--- src/rtl/intersection_pkg.sv ---
// Shared phase encodings, timing defaults and green-duration clamp limits
// for the two-road intersection sequencer.
package intersection_pkg;

  typedef enum logic [2:0] {
    PH_GREEN_A   = 3'd0,
    PH_YELLOW_A  = 3'd1,
    PH_ALLRED_AB = 3'd2,
    PH_GREEN_B   = 3'd3,
    PH_YELLOW_B  = 3'd4,
    PH_ALLRED_BA = 3'd5,
    PH_HOLD      = 3'd6
  } phase_e;

  localparam int YELLOW_T_DEF = 3;
  localparam int ALLRED_T_DEF = 2;
  localparam int STEP_DEF     = 5;

  localparam logic [6:0] DUR_A_RST = 7'd40;
  localparam logic [6:0] DUR_B_RST = 7'd50;

  localparam logic [6:0] A_MIN_NORM = 7'd40;
  localparam logic [6:0] A_MAX_NORM = 7'd70;
  localparam logic [6:0] B_MIN_NORM = 7'd50;
  localparam logic [6:0] B_MAX_NORM = 7'd80;
  localparam logic [6:0] A_MIN_RUSH = 7'd30;
  localparam logic [6:0] A_MAX_RUSH = 7'd60;
  localparam logic [6:0] B_MIN_RUSH = 7'd40;
  localparam logic [6:0] B_MAX_RUSH = 7'd70;

  function automatic logic [6:0] clamp_dur(input logic [7:0] v,
                                           input logic [6:0] lo,
                                           input logic [6:0] hi);
    if (v < {1'b0, lo})      return lo;
    else if (v > {1'b0, hi}) return hi;
    else                     return v[6:0];
  endfunction

endpackage

--- src/rtl/intersection_phase_sequencer_green_duration_calc.sv ---
// Combinational green-duration adaptation: step the duration by queue length,
// then clamp to the road's window (normal or rush-hour).
module green_duration_calc
  import intersection_pkg::*;
#(
  parameter int STEP = STEP_DEF
) (
  input  logic [6:0] i_dur,
  input  logic [4:0] i_count,
  input  logic       i_rush,
  input  logic       i_sel_b,
  output logic [6:0] o_dur
);

  logic [7:0] w_adj;
  logic [6:0] w_lo;
  logic [6:0] w_hi;

  // 8-bit intermediate keeps dur+STEP and dur-STEP free of wrap before clamping
  always_comb begin
    w_adj = {1'b0, i_dur};
    if (i_count <= 5'd10)      w_adj = w_adj - 8'(STEP);
    else if (i_count >= 5'd20) w_adj = w_adj + 8'(STEP);
  end

  always_comb begin
    w_lo = i_rush ? A_MIN_RUSH : A_MIN_NORM;
    w_hi = i_rush ? A_MAX_RUSH : A_MAX_NORM;
    if (i_sel_b) begin
      w_lo = i_rush ? B_MIN_RUSH : B_MIN_NORM;
      w_hi = i_rush ? B_MAX_RUSH : B_MAX_NORM;
    end
  end

  assign o_dur = clamp_dur(w_adj, w_lo, w_hi);

endmodule

--- src/rtl/intersection_phase_sequencer.sv ---
// Two-road phase sequencer: tick-paced green/yellow/all-red cycle with adaptive
// green durations and an operator-forced all-red HOLD via req/ack.
module intersection_phase_sequencer
  import intersection_pkg::*;
#(
  parameter int YELLOW_T = YELLOW_T_DEF,
  parameter int ALLRED_T = ALLRED_T_DEF,
  parameter int STEP     = STEP_DEF
) (
  input  logic       clk,
  input  logic       rst_n,
  input  logic       tick,
  input  logic [4:0] numOfCarsA,
  input  logic [4:0] numOfCarsB,
  input  logic       rushHour,
  input  logic       override_req,
  output logic       override_ack,
  output logic       greenForA,
  output logic       yellowForA,
  output logic       greenForB,
  output logic       yellowForB,
  output logic [2:0] phase,
  output logic [6:0] remainingTime,
  output logic [6:0] durA,
  output logic [6:0] durB
);

  localparam logic [6:0] YEL_LEN = 7'(YELLOW_T);
  localparam logic [6:0] AR_LEN  = 7'(ALLRED_T);

  phase_e     r_state, w_next_state;
  logic [6:0] r_rem, w_next_rem;
  logic [6:0] r_durA, r_durB, w_next_durA, w_next_durB;
  logic       r_hold_b, w_next_hold_b;
  logic       w_expire;
  logic       w_sel_b;
  logic [4:0] w_count;
  logic [6:0] w_cur_dur;
  logic [6:0] w_calc_dur;

  // Only one road adapts at a time: B leaving YELLOW_A, A leaving YELLOW_B
  assign w_sel_b   = (r_state == PH_YELLOW_A);
  assign w_count   = w_sel_b ? numOfCarsB : numOfCarsA;
  assign w_cur_dur = w_sel_b ? r_durB : r_durA;

  green_duration_calc #(.STEP(STEP)) u_calc (
    .i_dur   (w_cur_dur),
    .i_count (w_count),
    .i_rush  (rushHour),
    .i_sel_b (w_sel_b),
    .o_dur   (w_calc_dur)
  );

  assign w_expire = tick && (r_rem <= 7'd1);

  always_comb begin
    w_next_state  = r_state;
    w_next_rem    = r_rem;
    w_next_durA   = r_durA;
    w_next_durB   = r_durB;
    w_next_hold_b = r_hold_b;
    if (tick && !w_expire && (r_state != PH_HOLD)) w_next_rem = r_rem - 7'd1;
    case (r_state)
      PH_GREEN_A: if (override_req || w_expire) begin
        w_next_state = PH_YELLOW_A;
        w_next_rem   = YEL_LEN;
      end
      PH_YELLOW_A: if (w_expire) begin
        w_next_state = PH_ALLRED_AB;
        w_next_rem   = AR_LEN;
        w_next_durB  = w_calc_dur;
      end
      PH_ALLRED_AB: if (w_expire) begin
        if (override_req) begin
          w_next_state  = PH_HOLD;
          w_next_rem    = 7'd0;
          w_next_hold_b = 1'b1;
        end else begin
          w_next_state = PH_GREEN_B;
          w_next_rem   = r_durB;
        end
      end
      PH_GREEN_B: if (override_req || w_expire) begin
        w_next_state = PH_YELLOW_B;
        w_next_rem   = YEL_LEN;
      end
      PH_YELLOW_B: if (w_expire) begin
        w_next_state = PH_ALLRED_BA;
        w_next_rem   = AR_LEN;
        w_next_durA  = w_calc_dur;
      end
      PH_ALLRED_BA: if (w_expire) begin
        if (override_req) begin
          w_next_state  = PH_HOLD;
          w_next_rem    = 7'd0;
          w_next_hold_b = 1'b0;
        end else begin
          w_next_state = PH_GREEN_A;
          w_next_rem   = r_durA;
        end
      end
      PH_HOLD: if (!override_req) begin
        w_next_state = r_hold_b ? PH_GREEN_B : PH_GREEN_A;
        w_next_rem   = r_hold_b ? r_durB : r_durA;
      end
      default: begin
        w_next_state = PH_GREEN_A;
        w_next_rem   = r_durA;
      end
    endcase
  end

  // Lights and ack are registered from the next state so they switch with phase
  always_ff @(posedge clk or negedge rst_n) begin
    if (!rst_n) begin
      r_state      <= PH_GREEN_A;
      r_rem        <= DUR_A_RST;
      r_durA       <= DUR_A_RST;
      r_durB       <= DUR_B_RST;
      r_hold_b     <= 1'b0;
      greenForA    <= 1'b1;
      yellowForA   <= 1'b0;
      greenForB    <= 1'b0;
      yellowForB   <= 1'b0;
      override_ack <= 1'b0;
    end else begin
      r_state      <= w_next_state;
      r_rem        <= w_next_rem;
      r_durA       <= w_next_durA;
      r_durB       <= w_next_durB;
      r_hold_b     <= w_next_hold_b;
      greenForA    <= (w_next_state == PH_GREEN_A);
      yellowForA   <= (w_next_state == PH_YELLOW_A);
      greenForB    <= (w_next_state == PH_GREEN_B);
      yellowForB   <= (w_next_state == PH_YELLOW_B);
      override_ack <= (w_next_state == PH_HOLD);
    end
  end

  assign phase         = r_state;
  assign remainingTime = r_rem;
  assign durA          = r_durA;
  assign durB          = r_durB;

endmodule

--- config.mk ---
export PLATFORM = sky130hd
export DESIGN_NAME = intersection_phase_sequencer
export DESIGN_NICKNAME = d
export VERILOG_FILES = /design/src/rtl/intersection_pkg.sv /design/src/rtl/intersection_phase_sequencer_green_duration_calc.sv /design/src/rtl/intersection_phase_sequencer.sv
export SDC_FILE = /design/constraint.sdc
export NUM_CORES = 1
export LEC_CHECK = 0
export ABC_AREA = 1
export CORE_ASPECT_RATIO = 1.4
export CORE_MARGIN = 2
export CORE_UTILIZATION = 45
export CTS_CLUSTER_DIAMETER = 60
export DETAILED_ROUTE_END_ITERATION = 10
export GPL_TIMING_DRIVEN = 0
export HOLD_SLACK_MARGIN = 0.03
export PLACE_DENSITY = 0.69
export SETUP_SLACK_MARGIN = 0.5
export SKIP_LAST_GASP = 1
export SYNTH_ARGS = -nofsm -noshare
export SYNTH_HDL_FRONTEND = slang
export SYNTH_SLANG_ARGS = --single-unit
--- constraint.sdc ---
create_clock -name clk -period 7.8 [get_ports clk]
set_input_delay 1.95 -clock clk [delete_from_list [all_inputs] [get_ports clk]]
set_output_delay 1.95 -clock clk [all_outputs]
set_load 0.03 [all_outputs]
==> qor.yml, run 1 <==
grt_pass1_vias: 2846
synth_cell_types: 40
vias: 2857
hpwlAfterDp_mm: 5.96
drt_iter0_markers: 210
path_buf_inv: 4
hold_class: "flop to flop"
firstDrtPassIters: 4
arrival_ns: 4.82
worst_slew_pin_slew_ns: 0.788
setup_violations: 0
drv_cap: 0
numCtsBuffers: 5
crit_path_start_kind: "primary input"
slew_headroom: 0.470
status: "finished clean"
finalHoldViolations: 0
root_buffer: "clkbuf_8"
wirelength_mm: 7.49
start_util: 0.468
clock-sinks: 30
grt_setup_unrepaired: "false"
cts.clk_slew.worst_paths_ns: 0.07
clk_latency_ns: 0.29
crit_top_cell: "nand2_1"
vias_per_cell: 5.21
crit_type: "primary input to flop"
io_pins: 44
wl_per_cell_um: 13.7
synthCells: 427
grt_use_total: 0.233
row_count: 33
synth_area_um2: 2760
yosys_warnings: 0
antenna_found_initial: 0
whs_ns: 0.491
grt_pass1_wl_mm: 13.1
grt-ovfl-total: 0
gp_congestion: 0.936
finalMaxSlewViolations: 0
cts_hold_buf: 0
fmax_ghz: 0.216
nNetsFinal: 508
cp_top_family: "simple AND/OR/NAND/NOR gates"
slowest_delay_ns: 0.46
syn-num-nets: 458
cts_resized: 0
ys_seq_elements: 30
core_area_um2: 5900
syn_to_final_growth_pct: 22.0
n_antenna_cell: 0
die_h_um: 96.7
fin_crit_ns: 4.64
h-tree-depth: 2
tritoncts: "done"
end_kind: "flop"
cts_buffer_depth: 2
synth.avg_cell_area_um2: 6.47
critPathSlowestCell: "clkdlybuf4s50_1"
critPathRequiredTime_ns: 7.98
drtAntennaViolNets: 0
postCtsSetupBuffers: 0
grt_max_degree: 31
n_fill_cell: 595
drive_above_1_share: 0.109
die_x_um: 70.2
fin_util: 0.571
drc: 0
io_buffers: 43
finalSetupTns_ns: 0
yosysSeqAreaShare: 0.275
r2r_slack_ns: 4.17
finalCritPeriodShare: 0.594
skew_ns: 0.00245
die-area_um2: 6790
path_max_fanout: 6
-- layer usage --
metal,up-vias,track usage,routed length [µm]
met4,0,0.0947,224
li1,1470,-,-
met3,17,0.0229,207
met1,1307,0.282,3140
met2,63,0.416,3920
met5,-,0,0
-- synth_stat cells (all sizes together) --
cell type  count  area [µm²]
a2111o         1        11.3
a211oi         2        15.0
a21o           1        7.51
a21oi         16        91.3
a221oi         2        17.5
a22oi          1        7.51
buf            1        15.0
clkinv         1        3.75
dfrtp         22         551
dfstp          8         210
ha            16         200
inv           70         263
nand2        157         641
nand3         37         203
nand3b         3        35.0
nand4          4        25.0
nor2          42         196
nor3           6        30.0
nor4           1        6.26
o2111ai        1        8.76
o211ai         4        30.0
o21a           3        22.5
o21ai         18        97.6
o221ai         1        8.76
o22ai          3        18.8
or2            2        12.5
xor2           4        35.0
-- path summary, 6_finish.rpt --
kind / depth (start not counted) / startpoint / endpoint
worst max-delay path: 25 / numOfCarsB[2] / durB[3]
worst min-delay path: 2 / durB[5] / durB[5]
worst max register to register: 24 / phase[2] / durB[3]
worst min register to register: 2 / durB[5] / durB[5]
max in group asynchronous: 1 / rst_n / remainingTime[4]
min in group asynchronous: 1 / rst_n / yellowForB
-- layout make-up --
cell class                      count  area, µm²  area share
Inverter                           71        267      0.0791
Clock inverter                      2       12.5     0.00371
Sequential cell                    30        761       0.226
Timing Repair Buffer               43        425       0.126
Tap cell                           70       87.6      0.0260
Buffer                              1       15.0     0.00445
Clock buffer                        6       82.6      0.0245
Multi-Input combinational cell    325       1720       0.510
-- worst reg2reg max path: stages (launching register included) --
cell and delay, ns:
dfrtp_1 0.51, inv_2 0.17, nand3_4 0.15, buf_8 0.16, nand2_1 0.07, nand2_2 0.12, inv_1 0.06, ha_1 0.23
xor2_1 0.17, nand2_1 0.07, nand2_1 0.05, a21oi_1 0.30, ha_1 0.31, nand2_1 0.09, o21a_1 0.10, o21ai_0 0.07
a21o_1 0.16, nand2_1 0.22, nand2_4 0.11, nand2_1 0.12, nand2_1 0.06, nand2_1 0.06, nand2_1 0.06, nand2_1 0.06
nand2_1 0.05
-- metrics by stage --
stage | setup slack, ns | instances | instance area [µm²]
6_report | 3.16 | 548 | 3370
2_1_floorplan | 3.72 | 427 | 2760
3_3_place_gp | 2.92 | 540 | 3280
5_1_grt | 2.87 | 548 | 3370
3_5_place_dp | 2.85 | 540 | 3280
4_1_cts | 3.15 | 548 | 3380
-- registers in the layout, summed over array words and instances, names as in the netlist --
register and flops:
durA 7, greenForB 1, r_hold_b 1, durB 7
phase 3, greenForA 1, yellowForA 1, override_ack 1
yellowForB 1, remainingTime 7
-- cells in the final DEF, fill, tap and decap left out, types with 4 or more instances in the layout --
| cell | synthesis | routed |
|---|---|---|
| nand2_1 | 146 | 146 |
| nor3_1 | 6 | 6 |
| inv_1 | 61 | 61 |
| o211ai_1 | 4 | 4 |
| inv_2 | 9 | 9 |
| clkdlybuf4s50_1 | 0 | 42 |
| dfrtp_1 | 22 | 22 |
| ha_1 | 16 | 16 |
| a21oi_1 | 15 | 15 |
| o21ai_1 | 5 | 5 |
| nand4_1 | 4 | 4 |
| dfstp_2 | 8 | 8 |
| nand2_2 | 8 | 8 |
| nor2_1 | 36 | 36 |
| o21ai_0 | 11 | 11 |
| xor2_1 | 4 | 4 |
| clkbuf_8 | 0 | 6 |
| nand3_1 | 35 | 35 |
-- logic make-up (layout without fill, tap and decap cells) --
logic type	count (synthesis)	in the layout	synth area share
fa+ha+maj	16	16	0.0725
compound gates	53	53	0.122
flops	30	30	0.275
xor+xnor	4	4	0.0127
buf+inv	72	123	0.102
simple gates	252	252	0.416
Power of run 1 is left out: the tool's default activity adds up to more than one toggle a clock period on the data nets, which glitch-free logic cannot reach.
==> run 2, diff against run 1 <==
PLACE_DENSITY = 0.72   (was 0.69)
clock period = 4.1 ns   (was 7.8 ns; I/O delays follow)
==> run 2 against run 1 <==
Effect of this change: critical path depth stayed put; via count grew 2.6%; cell area grew 6.1%; first-iteration DRC count decreased by 22%.
==> qor.yml, run 2 (synthesis results as in run 1) <==
status: "finished clean"
drt_iter0_markers: 164  # -22%
worst_slew_pin_slew_ns: 0.783  # -0.00510 ns
vias: 2932  # +2.6%
fin_crit_ns: 3.41
fmax_ghz: 0.293
drive_above_1_share: 0.182  # +0.0730
placedCellCount: 540  # unchanged
h-tree-depth: 2  # unchanged
io_pins: 44  # unchanged
firstDrtPassIters: 5  # +1
clk_latency_ns: 0.28  # about the same
core_area_um2: 5900  # unchanged
crit_top_cell: "nand2_1"
grt_max_degree: 31  # unchanged
start_util: 0.468  # unchanged
mostFrequentLayoutCell: "nand2_1"
holdCritStartpoint: "durB[4]"
setup_violations: 0  # unchanged
slew_headroom: 0.473  # +0.00343
end_kind: "flop"
holdPathStages: 2  # unchanged
die-area_um2: 6790  # unchanged
grt_pass1_vias: 2780  # -2.3%
r2r_start: "phase[2]"
skew_ns: 0.00245  # -0.000000720 ns
io_buffers: 43  # unchanged
layout_common_cells: "nand2_1 (127), inv_1 (59), clkdlybuf4s50_1 (42)"
die_h_um: 96.7  # unchanged
fin_cells: 554  # +1.1%
numCtsBuffers: 5  # unchanged
gp_congestion: 0.932  # -0.42%
cts_buffer_depth: 2  # unchanged
grt_setup_unrepaired: "true"
wirelength_mm: 7.75  # +3.5%
wl_per_cell_um: 14.0  # +2.4%
finalCritPeriodShare: 0.832
clock-sinks: 30  # unchanged
finalHoldViolations: 0  # unchanged
hold_class: "flop to flop"
path_max_fanout: 6  # unchanged
cts.clk_slew.worst_paths_ns: 0.07  # about the same
root_buffer: "clkbuf_8"
row_count: 33  # unchanged
n_fill_cell: 540  # -9.2%
pre_cts_ws_ns: 0.126  # -2.72 ns
grt_pass1_wl_mm: 12.8  # -2.4%
die_x_um: 70.2  # unchanged
setup_ws_ns: 0.691  # -2.47 ns
hold_end: "durB[4]"
r2r_end: "durB[0]"
slowest_delay_ns: 0.47  # about the same
drc: 0  # unchanged
tritoncts: "done"
crit_type: "primary input to flop"
finalSetupTns_ns: 0  # unchanged
critPathSlowestCell: "clkdlybuf4s50_1"
arrival_ns: 3.64  # -1.18 ns
critPathRequiredTime_ns: 4.33  # -3.65 ns
antenna_found_initial: 0  # unchanged
nNetsFinal: 514  # +1.2%
hpwlAfterDp_mm: 6.03  # +1.1%
n_antenna_cell: 0  # unchanged
ff2ff_path_depth: 24  # unchanged
drtAntennaViolNets: 0  # unchanged
grt_use_total: 0.230  # -0.00305
grt-ovfl-total: 0  # unchanged
r2r_slack_ns: 0.81  # -3.36 ns
crit_path_start_kind: "primary input"
finalMaxSlewViolations: 0  # unchanged
vias_per_cell: 5.29  # +1.5%
drv_cap: 0  # unchanged
syn_to_final_growth_pct: 29.4
[run 2: cell count changes in the layout (fill, tap and decap cells not counted), sizes merged]
cell and delta:
buf +6, bufinv +1, clkbuf -1, clkinv +1, clkinvlp -1
[run 2: what timing repair did]
item | in CTS | in global routing
hold buffers | 0 | 0
pin swaps | 0 | 14
buffers inserted | 0 | 6
resized for setup | 2 | 40
setup endpoints to repair | 10 | 14
[run 2: area by class of cell]
type / count / area (µm²) / area share
Buffer: 1 / 15.0 / 0.00420
Clock buffer: 5 / 68.8 / 0.0193
Clock inverter: 3 / 40.0 / 0.0112
Inverter: 71 / 272 / 0.0760
Multi-Input combinational cell: 325 / 1860 / 0.520
Sequential cell: 30 / 763 / 0.214
Tap cell: 70 / 87.6 / 0.0245
Timing Repair Buffer: 49 / 470 / 0.132
[run 2: per-layer routing]
layer / GRT usage / share of wire / wire length, µm
met1: 0.268 / 0.39 / 3030
met2: 0.422 / 0.54 / 4180
met3: 0.0167 / 0.036 / 282
met4: 0.102 / 0.034 / 260
met5: 0 / 0 / 0
[run 2: how the worst max path moves through the flow]
stage / start / end / slack (ns) / cells after the start
after CTS: numOfCarsB[2] / durB[3] / 0.51 / 24
after detailed placement: numOfCarsB[2] / durB[3] / 0.13 / 25
after global routing: numOfCarsB[3] / durB[0] / 0.48 / 21
after floorplan: phase[2] / durB[3] / 0.89 / 27
final: numOfCarsB[2] / durA[3] / 0.69 / 25
after global placement: numOfCarsB[2] / durB[3] / 0.17 / 25
[run 2: critical path, delay by kind of cell]
| family | cells | cell delay, ns |
|---|---|---|
| AND/OR/NAND/NOR | 17 | 1.22 |
| AO/OA/AOI/OAI | 3 | 0.44 |
| adder cells (fa/ha/maj) | 1 | 0.27 |
| buffers and inverters | 4 | 0.65 |
[run 2: through the flow]
| stage | instance area [µm²] | utilization | hold slack, ns |
|---|---|---|---|
| 2_1_floorplan | 2760 | - | 0.541 |
| 3_3_place_gp | 3280 | 0.556 | 0.481 |
| 3_5_place_dp | 3280 | 0.556 | 0.490 |
| 4_1_cts | 3390 | 0.575 | 0.501 |
| 5_1_grt | 3570 | 0.605 | 0.520 |
| 6_report | 3570 | 0.605 | 0.503 |
Power of run 2 is left out for the same reason.
